[config.mk]
export PLATFORM = sky130hd
export DESIGN_NAME = instr_encoder
export DESIGN_NICKNAME = d
export VERILOG_FILES = /design/src/rtl/instr_encoder.sv
export SDC_FILE = /design/constraint.sdc
export NUM_CORES = 1
export LEC_CHECK = 0
export CAP_MARGIN = 20
export CORE_UTILIZATION = 40
export CTS_CLUSTER_DIAMETER = 150
export CTS_CLUSTER_SIZE = 30
export DETAILED_ROUTE_END_ITERATION = 10
export DONT_BUFFER_PORTS = 1
export GPL_ROUTABILITY_DRIVEN = 0
export HOLD_SLACK_MARGIN = 0.12
export SYNTH_ARGS = -nofsm -noshare
export SYNTH_HDL_FRONTEND = slang
export SYNTH_SLANG_ARGS = --single-unit
[constraint.sdc]
create_clock -name clk -period 5 [get_ports clk]
set_input_delay 1 -clock clk [delete_from_list [all_inputs] [get_ports clk]]
set_output_delay 1 -clock clk [all_outputs]
set_load 0.02 [all_outputs]
[src/rtl/instr_encoder.sv]
// instr_encoder
//   Packs symbolic MIPS instruction requests into 32-bit words and writes
//   them to consecutive instruction-memory addresses, starting at BASE_ADDR
//   after every start pulse.
//
// Handshake: a request is taken on a rising edge where in_valid and
//   in_ready are both high. in_ready is high only in ACCEPT while start is
//   low. Request fields are sampled only at that edge. Each accepted legal
//   request produces exactly one write cycle, so the peak rate is one word
//   every two cycles.
//
// Ports
//   clk, rst_n        clock (rising edge), asynchronous active-low reset
//   start             restarts a load session; wins over everything else
//   in_valid/in_ready request handshake
//   in_op             0 NOP,1 ADD,2 SUB,3 AND,4 OR,5 SLT,6 LW,7 SW,8 ADDI,
//                     9 ANDI,10 J,11 BEQ,12 BNE,13-15 illegal
//   in_rs/rt/rd       register fields
//   in_imm            immediate / branch offset
//   in_target         jump target
//   in_last           final request of the session
//   memWrite/memAddr/memData  instruction-memory write port
//   busy, done, err   status (busy in ACCEPT/WRITE, done/err held)
//   count             words written in the current session
//   state_o           FSM state: 0 IDLE, 1 ACCEPT, 2 WRITE, 3 DONE, 4 ERROR
module instr_encoder #(
  parameter int ADDR_W    = 8,
  parameter int BASE_ADDR = 0
) (
  input  logic              clk,
  input  logic              rst_n,
  input  logic              start,
  input  logic              in_valid,
  output logic              in_ready,
  input  logic [3:0]        in_op,
  input  logic [4:0]        in_rs,
  input  logic [4:0]        in_rt,
  input  logic [4:0]        in_rd,
  input  logic [15:0]       in_imm,
  input  logic [25:0]       in_target,
  input  logic              in_last,
  output logic              memWrite,
  output logic [ADDR_W-1:0] memAddr,
  output logic [31:0]       memData,
  output logic              busy,
  output logic              done,
  output logic              err,
  output logic [ADDR_W:0]   count,
  output logic [2:0]        state_o
);

  typedef enum logic [2:0] {
    S_IDLE   = 3'd0,
    S_ACCEPT = 3'd1,
    S_WRITE  = 3'd2,
    S_DONE   = 3'd3,
    S_ERROR  = 3'd4
  } state_t;

  localparam logic [ADDR_W-1:0] BASE    = ADDR_W'(BASE_ADDR);
  localparam logic [ADDR_W-1:0] PTR_MAX = '1;

  state_t            state_q;
  logic [ADDR_W-1:0] ptr_q;
  logic [ADDR_W:0]   count_q;
  logic [31:0]       word_q;
  logic              last_q;

  logic              op_legal;
  logic [31:0]       enc_word;

  function automatic logic [31:0] encode(
    input logic [3:0]  op,
    input logic [4:0]  rs,
    input logic [4:0]  rt,
    input logic [4:0]  rd,
    input logic [15:0] imm,
    input logic [25:0] target
  );
    logic [31:0] w;
    w = 32'h0;
    case (op)
      4'd1:    w = {6'b000000, rs, rt, rd, 5'b00000, 6'b100000};  // ADD
      4'd2:    w = {6'b000000, rs, rt, rd, 5'b00000, 6'b100010};  // SUB
      4'd3:    w = {6'b000000, rs, rt, rd, 5'b00000, 6'b100100};  // AND
      4'd4:    w = {6'b000000, rs, rt, rd, 5'b00000, 6'b100101};  // OR
      4'd5:    w = {6'b000000, rs, rt, rd, 5'b00000, 6'b101010};  // SLT
      4'd6:    w = {6'b100011, rs, rt, imm};                      // LW
      4'd7:    w = {6'b101011, rs, rt, imm};                      // SW
      4'd8:    w = {6'b001000, rs, rt, imm};                      // ADDI
      4'd9:    w = {6'b001100, rs, rt, imm};                      // ANDI
      4'd10:   w = {6'b000010, target};                           // J
      4'd11:   w = {6'b000100, rs, rt, imm};                      // BEQ
      4'd12:   w = {6'b000101, rs, rt, imm};                      // BNE
      default: w = 32'h0;                                         // NOP
    endcase
    return w;
  endfunction

  assign op_legal = (in_op <= 4'd12);
  assign enc_word = encode(in_op, in_rs, in_rt, in_rd, in_imm, in_target);

  // in_ready and memWrite look at start directly so a start pulse blocks
  // acceptance and suppresses the write in the very cycle it is raised.
  assign in_ready = (state_q == S_ACCEPT) && !start;
  assign memWrite = (state_q == S_WRITE) && !start;
  assign memAddr  = ptr_q;
  assign memData  = word_q;
  assign busy     = (state_q == S_ACCEPT) || (state_q == S_WRITE);
  assign done     = (state_q == S_DONE);
  assign err      = (state_q == S_ERROR);
  assign count    = count_q;
  assign state_o  = state_q;

  always_ff @(posedge clk or negedge rst_n) begin
    if (!rst_n) begin
      state_q <= S_IDLE;
      ptr_q   <= BASE;
      count_q <= '0;
      word_q  <= '0;
      last_q  <= 1'b0;
    end else if (start) begin
      state_q <= S_ACCEPT;
      ptr_q   <= BASE;
      count_q <= '0;
    end else begin
      case (state_q)
        S_ACCEPT: begin
          // in_ready equals (state is ACCEPT) here because start is low.
          if (in_valid) begin
            if (op_legal) begin
              word_q  <= enc_word;
              last_q  <= in_last;
              state_q <= S_WRITE;
            end else begin
              state_q <= S_ERROR;
            end
          end
        end
        S_WRITE: begin
          count_q <= count_q + (ADDR_W + 1)'(1);
          // The pointer saturates at the top of memory instead of wrapping.
          if (ptr_q != PTR_MAX) begin
            ptr_q <= ptr_q + ADDR_W'(1);
          end
          if (last_q) begin
            state_q <= S_DONE;
          end else if (ptr_q == PTR_MAX) begin
            state_q <= S_ERROR;
          end else begin
            state_q <= S_ACCEPT;
          end
        end
        default: begin
          // IDLE, DONE and ERROR only leave on start.
        end
      endcase
    end
  end

endmodule

==> run summary <==
RUN STATUS
----------------------------------------------------------------------------------------
Outcome ................................................................... finished clean

CTS
----------------------------------------------------------------------------------------
CTS Hold Buffers Added ....................................................            0
Insertion delay of the later-clocked pin in the worst-skew pair ...........      0.30 ns
Number of clock buffers inserted by TritonCTS .............................            5
Clk pin slew, worst setup/hold paths ......................................      0.10 ns
Number of buffers between clock root and the deepest sink .................            2
CTS tree ..................................................................          yes
Root buffer cell ..........................................................     clkbuf_8
Clock Sinks ...............................................................           52
Maximum level of the CTS H-tree ...........................................            2
Number of setup buffers added after CTS ...................................            0
Cts repair resizes ........................................................            0

STA
----------------------------------------------------------------------------------------
Total negative slack ......................................................         0 ns
Hold Fails Final Rpt ......................................................            0
Hold Slack ................................................................     0.373 ns
Period Utilization, post-route ............................................        0.605
Highest achievable clock rate .............................................      330 MHz
Final critical delay including setup and external delays ..................      3.03 ns
Number of pins exceeding their max-slew limit in the final report .........            0
Setup repair after global routing missed its margin .......................           no
Worst slew margin relative to its limit ...................................        0.395
Final setup violation count ...............................................            0
Final Skew ................................................................    0.0121 ns
Tightest Pin Transition ...................................................     0.905 ns

SYNTHESIS
----------------------------------------------------------------------------------------
Cell types occupying the most area after synthesis ........................ dfrtp_1, nor2_1, nand2_1, a221oi_1, and2_1
Mean instance size in the synthesized netlist .............................     8.89 µm²
Proportion of synthesized chip area in sequential cells ...................        0.417
Post-Synthesis Net Count ..................................................          419
Distinct cell type count after synthesis ..................................           55
Number of enable-type register cells in the synthesized netlist ...........            0
Cell area after synthesis .................................................     3120 µm²
Number of instances in the synthesized netlist ............................          351
Yosys reg bits ............................................................           52
Async set-or-reset flop fraction in the synthesized netlist ...............         1.00
Post-synth top area share .................................................        0.417
Ys Warns ..................................................................            0
Yosys top cell by area ....................................................      dfrtp_1
Post-synth top flop .......................................................      dfrtp_1

GRT
----------------------------------------------------------------------------------------
GR Overflow Total .........................................................            0
Number of global-route vias before repair .................................        2,614
Global-route wire length before repair ....................................    13,400 µm
All-layer global routing usage ............................................        0.200
Antenna violations before repair ..........................................            0
Pin count of the biggest net entering global routing ......................           53

PLACE
----------------------------------------------------------------------------------------
Buffers added on ports ....................................................            0
Total half-perimeter wirelength after legalization and detailed placement .      5410 µm

POWER AND IR DROP
----------------------------------------------------------------------------------------
Total power divided by cell area ..........................................   367 nW/µm²
Peak VDD IR ...............................................................     0.150 mV
Net Sw Power ..............................................................       429 µW
Internal Dissipation ......................................................       761 µW
Sequential group share of total power .....................................        0.582
Share of power burned in combinational logic ..............................        0.157
Static Leak ...............................................................   0.00126 µW
Fraction of power spent switching nets ....................................        0.360
Clk network pwr share .....................................................        0.261

ROUTING
----------------------------------------------------------------------------------------
Antenna viol nets, final ..................................................            0
Starting DRC count in detailed routing ....................................          110
Number of vias after detailed routing .....................................        2,616
Final wirelength ..........................................................      8020 µm
Routed WL per cell ........................................................      18.6 µm
Number of vias per cell after detailed routing ............................         6.07
DRC violation count after routing .........................................            0
DRT Pass-1 Iters ..........................................................            4

SETUP PATH
----------------------------------------------------------------------------------------
List of cells traversed by the critical path .............................. nor3b_2 -> nor2b_1
Setup slack on the worst flop-to-flop path ................................      2.70 ns
Arrival time reported for the critical path endpoint ......................      2.03 ns
Critical Setup Path Class ................................................. flip-flop to output pin
Cell with the largest stage delay on the worst path .......................      nor3b_2
Category of cells accounting for the largest share of critical-path delay . simple AND/OR/NAND/NOR gates
Critical Path Start Type ..................................................    flip-flop
Required arrival time at the worst endpoint ...............................      4.00 ns
Critical path endpoint category ...........................................   output pin
Register-to-Register Path Depth ...........................................            4
Buf+Inv Stages, Crit Path .................................................            0
Number of logic stages on the critical path including buffering ...........            2
Maximum fanout count along the critical path ..............................           10
Delay of the slowest cell on the worst path ...............................      0.68 ns

FLOORPLAN
----------------------------------------------------------------------------------------
Overall die height ........................................................      90.3 µm
Core Rows .................................................................           31
Ports .....................................................................          123
CORE AREA .................................................................     7410 µm²
Die width .................................................................      90.3 µm
Die area ..................................................................     8160 µm²
Starting utilization of the core area .....................................        0.421

LAYOUT
----------------------------------------------------------------------------------------
Fin nets ..................................................................          399
Area overhead of the layout relative to synthesis .........................        4.01%
Leading cell types in the layout, fill and taps excluded .................. dfrtp_1, nor2_1, nand2_1, a21oi_1, and2_1
Fill cell instance count of the final layout ..............................          733
Leading cell type in the layout, fill and taps excluded ...................      dfrtp_1
Storage cell area .........................................................     1300 µm²
Antenna diode instance count ..............................................            0
Share of post-route cells with drive strength above 1 .....................       0.0482
Multi-input gate area in the final layout .................................     1670 µm²

RUN
----------------------------------------------------------------------------------------
Maximum Capacitance Violations ............................................            0

WORST HOLD PATH
----------------------------------------------------------------------------------------
Path type of the worst min-delay path ..................................... input pin to async pin

Yosys cell counts, drive strengths merged, types with 9 or more instances:
cell / number
and2: 14
nor2: 48
a221oi: 10
a22oi: 9
nand2b: 11
a21oi: 16
a22o: 9
o21ai: 17
o211ai: 10
dfrtp: 52
nand2: 27
clkbuf: 9
buf: 20
power groups by stage:
stage          sequential (µW)  combinational, µW  clock, µW
2_1_floorplan              670                183          0
3_3_place_gp               701                181          0
3_5_place_dp               703                187          0
4_1_cts                    695                188        322
5_1_grt                    703                217        336
6_report                   693                187        310
cells by family after synthesis:
kind of cell               Yosys count  share of synthesized area
other                                1                    0.00120
AOI/OAI and AO/OA                  101                      0.234
xor gates and xnor gates            11                     0.0309
adders and majority gates            2                    0.00801
and+or+nand+nor                    146                      0.242
buffers and inverters               32                     0.0481
DFF                                 52                      0.417
muxes                                6                     0.0196
path summary, 6_finish.rpt:
kind | startpoint | to
worst max register to register | state_o[0]$_DFFE_PN0P_ | memData[5]$_DFFE_PN0P_
max in group asynchronous | rst_n | memData[17]$_DFFE_PN0P_
worst max-delay path | state_o[1]$_DFFE_PN0P_ | memWrite
worst min register to register | last_q$_DFFE_PN0P_ | last_q$_DFFE_PN0P_
min in group clk | last_q$_DFFE_PN0P_ | last_q$_DFFE_PN0P_
worst min-delay path | rst_n | memAddr[3]$_DFFE_PN0P_
stage by stage:
stage,util,instances,setup slack (ns),power (µW),area [µm²]
floorplan,-,351,2.49,852,3120
global route,0.438,431,1.81,1260,3250
detailed placement,0.420,422,2.11,890,3110
CTS,0.437,430,1.93,1200,3240
finish,0.438,431,1.97,1190,3250
global placement,0.420,422,2.19,882,3110
flip-flops by register name, summed over array words and instances (netlist names):
name,count
memData,31
count,9
memAddr,8
state_o,3
last_q,1
metal layers:
layer / up-vias / GRT usage / share of wire
met4: 0 / 0.0403 / 0.0029
li1: 1249 / - / -
met2: 98 / 0.316 / 0.48
met1: 1267 / 0.272 / 0.45
met3: 2 / 0.0589 / 0.068
met5: - / 0 / 0
layout make-up:
| type | count | share of cell area |
|---|---|---|
| flip-flops and latches | 52 | 0.401 |
| well taps | 99 | 0.0382 |
| clock inverters | 2 | 0.0119 |
| clock buffers | 6 | 0.0254 |
| multi-input cells | 267 | 0.514 |
| inverters | 3 | 0.00347 |
| repair buffers | 2 | 0.00578 |
Power figures use the tool's default switching activity.
